File: src/rtl/fc7_rm_reader.sv
// fc7_rm_reader: streams a run of consecutive words out of port B of the fc7
// result RAM onto a valid/ready interface. Reads are only issued while the
// count of words in flight plus words buffered stays under FIFO_DEPTH, so the
// output FIFO can always absorb every word the RAM returns.
module fc7_rm_reader #(
    parameter int ADDR_WIDTH   = 11,
    parameter int DATA_WIDTH   = 32,
    parameter int READ_LATENCY = 2,
    parameter int FIFO_DEPTH   = 4
) (
    input  logic                  clk,
    input  logic                  rst,
    input  logic                  start,
    input  logic [ADDR_WIDTH-1:0] base_addr,
    input  logic [ADDR_WIDTH:0]   length,
    output logic                  busy,
    output logic                  done,
    output logic [ADDR_WIDTH-1:0] addrb,
    input  logic [DATA_WIDTH-1:0] doutb,
    output logic                  m_valid,
    input  logic                  m_ready,
    output logic [DATA_WIDTH-1:0] m_data,
    output logic                  m_last
);

    localparam int PTR_W = (FIFO_DEPTH > 1) ? $clog2(FIFO_DEPTH) : 1;
    localparam int CNT_W = $clog2(FIFO_DEPTH + 1);
    localparam logic [CNT_W-1:0]    DEPTH_CNT = CNT_W'(FIFO_DEPTH);
    localparam logic [ADDR_WIDTH:0] ONE_WORD  = (ADDR_WIDTH + 1)'(1);

    typedef enum logic [1:0] {
        IDLE,
        ISSUE,
        DRAIN
    } state_t;

    state_t state, state_d;

    logic [ADDR_WIDTH-1:0] addr_q, addr_d;
    logic [ADDR_WIDTH:0]   remaining_q, remaining_d;
    logic                  zero_done_q, zero_done_d;

    logic                  issue;
    logic [ADDR_WIDTH-1:0] issue_addr;
    logic                  issue_last;

    // The valid/last bits of a read travel beside addrb, then through a
    // READ_LATENCY-deep pipe so they line up with doutb.
    logic                    issued_v;
    logic                    issued_last;
    logic [READ_LATENCY-1:0] pipe_v;
    logic [READ_LATENCY-1:0] pipe_last;

    logic [DATA_WIDTH-1:0] fifo_data [FIFO_DEPTH];
    logic [FIFO_DEPTH-1:0] fifo_last;
    logic [PTR_W-1:0]      wr_ptr, rd_ptr;
    logic [CNT_W-1:0]      fifo_count;
    logic [CNT_W-1:0]      outstanding;

    logic push, pop, credit_ok;

    assign push      = pipe_v[READ_LATENCY-1];
    assign m_valid   = (fifo_count != '0);
    assign pop       = m_valid & m_ready;
    // A slot freed by this cycle's handshake can be reused by this cycle's issue.
    assign credit_ok = (outstanding < DEPTH_CNT) | pop;
    assign m_data    = fifo_data[rd_ptr];
    assign m_last    = m_valid & fifo_last[rd_ptr];
    assign busy      = (state != IDLE);

    // Next-state, read issue and done decode; the first read goes out on the
    // same edge that accepts start.
    always_comb begin
        state_d     = state;
        addr_d      = addr_q;
        remaining_d = remaining_q;
        zero_done_d = 1'b0;
        issue       = 1'b0;
        issue_addr  = addr_q;
        issue_last  = 1'b0;
        done        = zero_done_q;
        case (state)
            IDLE: begin
                if (start) begin
                    if (length == '0) begin
                        zero_done_d = 1'b1;
                    end else begin
                        issue       = 1'b1;
                        issue_addr  = base_addr;
                        issue_last  = (length == ONE_WORD);
                        addr_d      = base_addr + 1'b1;
                        remaining_d = length - 1'b1;
                        state_d     = (length == ONE_WORD) ? DRAIN : ISSUE;
                    end
                end
            end
            ISSUE: begin
                if (credit_ok) begin
                    issue       = 1'b1;
                    issue_addr  = addr_q;
                    issue_last  = (remaining_q == ONE_WORD);
                    addr_d      = addr_q + 1'b1;
                    remaining_d = remaining_q - 1'b1;
                    if (remaining_q == ONE_WORD) begin
                        state_d = DRAIN;
                    end
                end
            end
            DRAIN: begin
                if (pop && m_last) begin
                    done    = 1'b1;
                    state_d = IDLE;
                end
            end
            default: state_d = IDLE;
        endcase
    end

    // FSM state, read address counter and remaining-word count.
    always_ff @(posedge clk) begin
        if (rst) begin
            state       <= IDLE;
            addr_q      <= '0;
            remaining_q <= '0;
            zero_done_q <= 1'b0;
        end else begin
            state       <= state_d;
            addr_q      <= addr_d;
            remaining_q <= remaining_d;
            zero_done_q <= zero_done_d;
        end
    end

    // Registered RAM address plus the in-flight tracking pipeline.
    always_ff @(posedge clk) begin
        if (rst) begin
            addrb       <= '0;
            issued_v    <= 1'b0;
            issued_last <= 1'b0;
            pipe_v      <= '0;
            pipe_last   <= '0;
        end else begin
            if (issue) begin
                addrb <= issue_addr;
            end
            issued_v     <= issue;
            issued_last  <= issue & issue_last;
            pipe_v[0]    <= issued_v;
            pipe_last[0] <= issued_last;
            for (int i = 1; i < READ_LATENCY; i++) begin
                pipe_v[i]    <= pipe_v[i-1];
                pipe_last[i] <= pipe_last[i-1];
            end
        end
    end

    // Output FIFO storage, pointers, occupancy and credit accounting.
    always_ff @(posedge clk) begin
        if (rst) begin
            wr_ptr      <= '0;
            rd_ptr      <= '0;
            fifo_count  <= '0;
            outstanding <= '0;
            fifo_last   <= '0;
            for (int i = 0; i < FIFO_DEPTH; i++) begin
                fifo_data[i] <= '0;
            end
        end else begin
            if (push) begin
                fifo_data[wr_ptr] <= doutb;
                fifo_last[wr_ptr] <= pipe_last[READ_LATENCY-1];
                wr_ptr            <= wr_ptr + 1'b1;
            end
            if (pop) begin
                rd_ptr <= rd_ptr + 1'b1;
            end
            case ({push, pop})
                2'b10:   fifo_count <= fifo_count + 1'b1;
                2'b01:   fifo_count <= fifo_count - 1'b1;
                default: fifo_count <= fifo_count;
            endcase
            case ({issue, pop})
                2'b10:   outstanding <= outstanding + 1'b1;
                2'b01:   outstanding <= outstanding - 1'b1;
                default: outstanding <= outstanding;
            endcase
        end
    end

endmodule

File: config.mk
export PLATFORM = sky130hd
export DESIGN_NAME = fc7_rm_reader
export DESIGN_NICKNAME = d
export VERILOG_FILES = /design/src/rtl/fc7_rm_reader.sv
export SDC_FILE = /design/constraint.sdc
export NUM_CORES = 1
export LEC_CHECK = 0
export BUFFER_PORTS_ARGS = -buffer_cell sky130_fd_sc_hd__buf_2
export CAP_MARGIN = 25
export CORE_ASPECT_RATIO = 0.7
export CORE_MARGIN = 4
export CORE_UTILIZATION = 59
export DETAILED_ROUTE_END_ITERATION = 10
export PLACE_DENSITY = 0.8
export SETUP_SLACK_MARGIN = 0.05
export SYNTH_ARGS = -nofsm -noshare
export SYNTH_HDL_FRONTEND = slang
export SYNTH_SLANG_ARGS = --single-unit
File: constraint.sdc
create_clock -name clk -period 4.5 [get_ports clk]
set_clock_uncertainty 0.15 [all_clocks]
set_input_delay 0.45 -clock clk [delete_from_list [all_inputs] [get_ports clk]]
set_output_delay 0.45 -clock clk [all_outputs]
set_load 0.02 [all_outputs]
* After elaboration in Yosys (flattened, before gate mapping)
Memories as Yosys holds them, arrays and structs flattened. A register that Yosys moved wholly into a read port is not among the register bits.
Cells that the tools add are included.
** Storage, ports and cells
- Register bits after elaboration :: 57
- Bits of input ports :: 59
- Memory bits (writable) :: 128
- Output and inout bits :: 47
- Memories kept :: 1
- Word-level logic and storage cells :: 107
** Operators by class
- Equal/unequal tests :: 13
- $add $sub $neg :: 10
- $lt $le $gt $ge :: 4
- Muxes and demuxes :: 46
- Bitwise operators :: 6
- Reductions and logical operators :: 13
** Memory list
- fifo_data :: words 4, bits a word 32, rd ports 1, clocked after Yosys merged registers in 1, write ports 4, RTL line 54 : logic [DATA_WIDTH-1:0] fifo_data [FIFO_DEPTH];
** Operators by type and width (count)
- 11-bit two-way mux :: 6
- 12-bit two-way mux :: 3
- 32-bit two-way mux :: 1
- 32-bit OR reduction :: 1
- 12-bit by 1-bit == test with 1-bit output (second input constant) :: 2
- 12-bit one-hot mux with 2 select lines :: 1
- 12-bit by 1-bit subtractor with 12-bit output (second input constant) :: 2
- 11-bit by 1-bit adder with 11-bit output (second input constant) :: 2
- 11-bit one-hot mux with 2 select lines :: 1
- 2-bit two-way mux :: 9
- 1-bit two-way mux :: 17
- 12-bit zero test :: 1
- 3-bit one-hot mux with 2 select lines :: 2
- 2-bit != test (second input constant) :: 5
- 2-bit nonzero test :: 4
- 3-bit by 1-bit adder with 3-bit output (second input constant) :: 2
- 2-bit by 1-bit == test with 1-bit output (second input constant) :: 3
- 2-bit == test (second input constant) :: 3
- 2-bit by 3-bit < comparator with 1-bit output (second input constant) :: 2
- 2-bit one-hot mux with 3 select lines :: 1
- 3-bit by 1-bit subtractor with 3-bit output (second input constant) :: 2
- 5-bit AND reduction :: 1
- 2-bit by 1-bit adder with 2-bit output (second input constant) :: 2
- 4-bit bitwise mux :: 1
- 13 further kinds :: 18

* Depth between registers and ports, before layout
- Word-level depth :: 7
- Depth in mapped cells :: 12

* Worst setup path after synthesis
Ideal clock, no wire load.
- Path kind :: reg-to-reg
- Start point :: register pipe_v[1]
- End point :: memory fifo_data[3][0], enable pin
- Period minus slack after synthesis :: 3.659 ns
- Setup slack :: 0.841 ns
- Required time :: 3.880 ns
- Buffers on the path :: 1
- Arrival :: 3.039 ns
- Cell stages (with the launch flop) :: 4
- Path through :: dfxtp_1 -> clkbuf_1 -> inv_1 -> o31ai_1
** RTL lines
- start, declared :: RTL line 51 : logic [READ_LATENCY-1:0] pipe_v;
- start signal, assigned by index :: RTL line 151 : pipe_v[i] <= pipe_v[i-1];
- end, declared :: RTL line 54

* Final worst setup path
- Start point :: register fifo_count[0]
- End point :: register outstanding[2]
** On the way
- Cells in the longest elaborated chain, start to end :: 7
- Elaborated cells on any way between the ends :: 9
** RTL lines
- start, declared :: RTL line 57 : logic [CNT_W-1:0] fifo_count;
- start signal, assigned :: RTL line 178 : 2'b10: fifo_count <= fifo_count + 1'b1;
- start signal, assigned :: RTL line 179 : 2'b01: fifo_count <= fifo_count - 1'b1;
- start signal, assigned :: RTL line 180 : default: fifo_count <= fifo_count;
- 3-bit nonzero test * :: RTL line 63 : assign m_valid = (fifo_count != '0);
- 1-bit bitwise AND * :: RTL line 64 : assign pop = m_valid & m_ready;
- 1-bit bitwise OR :: RTL line 66 : assign credit_ok = (outstanding < DEPTH_CNT) | pop;
- 1-bit two-way mux :: RTL line 98 : if (credit_ok) begin
- 1-bit one-hot mux with 2 select lines :: RTL line 82 : case (state)
- 2-bit by 1-bit == test with 1-bit output or 2-bit == test (tied branches) :: RTL line 182 : case ({issue, pop})
- 3-bit one-hot mux with 2 select lines or 2-bit nonzero test (tied branches)
- end signal, assigned :: RTL line 183 : 2'b10: outstanding <= outstanding + 1'b1;
- end signal, assigned :: RTL line 184 : 2'b01: outstanding <= outstanding - 1'b1;
- end signal, assigned :: RTL line 185 : default: outstanding <= outstanding;
- end, declared :: RTL line 58 : logic [CNT_W-1:0] outstanding;
Every way passes the cells marked *; elsewhere a longest branch is shown, timed or not.
A chain may end at the register's enable or synchronous reset.

==> results.sh <==
export IMPL_status="completed"
export IMPL_vias=6483
export IMPL_cp_required_ps=4710
export IMPL_ctsHoldBuffers=0
export IMPL_peakVddDrop_mv=0.261
export IMPL_maxSlewHeadroom=0.383
export IMPL_initial_core_util=0.612
export IMPL_drt_total_wl_um=21100
export IMPL_avgSynthCellArea_um2=12.0
export IMPL_fin_crit_sh=0.660
export IMPL_drv_cap=0
export IMPL_synth_cell_type_count=70
export IMPL_setup_viol=0
export IMPL_synth_cells=765
export IMPL_die_x_um=157
export IMPL_crit_chain="o31ai_2, a21oi_4, a21o_1, inv_4, ha_1, fa_1, xnor2_1, or3_1, a21oi_1"
export IMPL_syn_area_mm2=0.00915
export IMPL_critical_path_class="flop to flop"
export IMPL_clk_latency_ps=440
export IMPL_htreeDepth=4
export IMPL_synth_warning_count=0
export IMPL_power_density_mw_per_mm2=431
export IMPL_nets=926
export IMPL_netlist_area_leader_share=0.420
export IMPL_track_usage=0.242
export IMPL_globalplace_congestion=0.863
export IMPL_synth_edff_count=128
export IMPL_layout_drive_gt1_share=0.245
export IMPL_cts_buffers=17
export IMPL_grt_setup_unrepaired="no"
export IMPL_ys_ff_latch=187
export IMPL_synth_area_top_cells="edfxtp_1 (42%), dfxtp_1 (13%), mux4_2 (8.1%), and2_1 (6.8%), and3_1 (2.5%)"
export IMPL_synthMostInstantiatedCell="edfxtp_1"
export IMPL_gr_total_overflow=0
export IMPL_crit_buf_inv=1
export IMPL_hp_class="input port to flop"
export IMPL_tightest_slew_ps=926
export IMPL_grt_pass1_vias=6398
export IMPL_antenna_found_initial=0
export IMPL_hold_viol_final=0
export IMPL_power_mw=4.49
export IMPL_endpoint_kind="flop"
export IMPL_wl_per_cell_um=19.9
export IMPL_start_kind="flop"
export IMPL_initialDrtViolationCount=781
export IMPL_synth_async_sr_flop_share=0
export IMPL_worst_slack_ps=1530
export IMPL_cp_slowest_stage_delay_ps=570
export IMPL_port_buffers=105
export IMPL_period_minus_slack_ps=2970
export IMPL_syn_nets=838
export IMPL_cts_buffer_depth=2
export IMPL_finalMaxSlewViolations=0
export IMPL_yosys_most_used_dff="edfxtp_1"
export IMPL_place_ws_ps=1400
export IMPL_critPathArrivalTime_ps=3180
export IMPL_viasPerCell=6.11
export IMPL_crit_slowest_cell="a21oi_4"
export IMPL_ys_seq_area_frac=0.549
export IMPL_clock_sinks=187
export IMPL_ios=106
export IMPL_die_area_mm2=0.0176
export IMPL_crit_fanout=18
export IMPL_fin_setup_tns_ps=0
export IMPL_post_cts_resized=0
export IMPL_dp_hpwl_um=13300
export IMPL_die_height_um=112
export IMPL_diodes=0
export IMPL_cts_tree="yes"
export IMPL_post_route_drc_count=0
export IMPL_fmax_mhz=337
export IMPL_drtPass1Iterations=6
export IMPL_grt_pass1_wl_um=33400
export IMPL_cts_reportedPaths_clkPinSlew_ps=70
export IMPL_grt_start_max_net_pins=59
export IMPL_rows=37
export IMPL_leakage_nw=4.10
export IMPL_synthTopCellsByCount="edfxtp_1 (128), and2_1 (99), dfxtp_1 (59), nand2_1 (57), nor2_1 (48)"
export IMPL_post_cts_buffers=0
export IMPL_synth_top_area_cell="edfxtp_1"
export IMPL_syn2layout_area_growth_pct=13.9
export IMPL_antenna_left=0
export IMPL_crit_family="compound AO/OA/AOI/OAI gates"
export IMPL_cts_root_buffer="clkbuf_16"
export IMPL_core_area_mm2=0.0150
[layout make-up]
type	count	area [um^2]
flip-flops and latches	187	5030
fillers	1087	4530
multi-input cells	511	3850
repair buffers	117	628
clock buffers	18	429
well taps	195	244
clock inverters	14	169
inverters	19	73.8
[cell usage in the layout, fill, tap and decap left out, drive strengths merged, types with 8 or more instances in the layout]
cell type,netlist,layout
a211oi,11,11
a21oi,36,36
and2,99,99
and3,37,37
buf,14,117
clkbuf,34,18
clkinv,0,8
dfxtp,59,59
edfxtp,128,128
ha,12,12
inv,19,22
mux2i,20,20
mux4,33,33
nand2,58,58
nand3,15,15
nor2,48,48
nor3,11,11
nor4,9,9
o21ai,34,34
xnor2,9,9
xor2,8,8
[flip-flops by register name, summed over array words and instances (netlist names), 3 cells and up, named ones only]
| signal | cells |
|---|---|
| fifo_last | 4 |
| addrb | 11 |
| remaining_q | 12 |
| outstanding | 3 |
| fifo_count | 3 |
| addr_q | 11 |
| fifo_data | 128 |
[metal layers]
metal  vias to the layer above  routed length [um]  GRT usage
li1                       2976                   -          -
met1                      3184                9370      0.350
met2                       288                9740      0.375
met3                        35                1730     0.0528
met4                         0                 249     0.0688
met5                         -                   0          0
[worst reg2reg max path, stage by stage, from the launching register on]
cell and delay [ps]:
dfxtp_1 390, o31ai_2 160, a21oi_4 580, a21o_1 210
inv_4 110, ha_1 260, fa_1 380, xnor2_1 150
or3_1 330, a21oi_1 180
[path summary, 6_finish.rpt]
kind                                    from                     endpoint  slack, ps  depth (start not counted)
setup / recovery  fifo_count[0]$_SDFFE_PP0P_  outstanding[2]$_SDFFE_PP0P_       1530                          9
hold / removal                         start        state[0]$_SDFFE_PP0P_        160                          3
setup reg to reg  fifo_count[0]$_SDFFE_PP0P_  outstanding[2]$_SDFFE_PP0P_       1530                          9
hold reg to reg       issued_last$_SDFF_PP0_      pipe_last[0]$_SDFF_PP0_        290                          1
[stage by stage]
stage	cell area, um^2	hold WS (ps)	cells	utilization
after global routing	10400	161	1061	0.697
after CTS	10400	152	1060	0.696
after detailed placement	9800	283	1028	0.656
final	10400	162	1061	0.697
after floorplan	9150	264	765	-
after global placement	9800	268	1028	0.656
[cells by family after synthesis]
family                   count (synthesis)  synth area share
AO/OA/AOI/OAI                          120            0.0848
XOR/XNOR                                17            0.0163
adder cells (fa/ha/maj)                 14            0.0208
buffers and inverters                   67            0.0331
flip-flops                             187             0.549
multiplexers                            55             0.108
AND/OR/NAND/NOR                        305             0.188
[report_power, final]
part / internal, mW / switching (mW) / total, mW
registers: 1.96 / 0.100 / 2.06
clock network: 0.877 / 0.660 / 1.54
logic: 0.346 / 0.547 / 0.894
total: 3.18 / 1.31 / 4.49
Note: power is estimated with default switching activity, not from simulation.
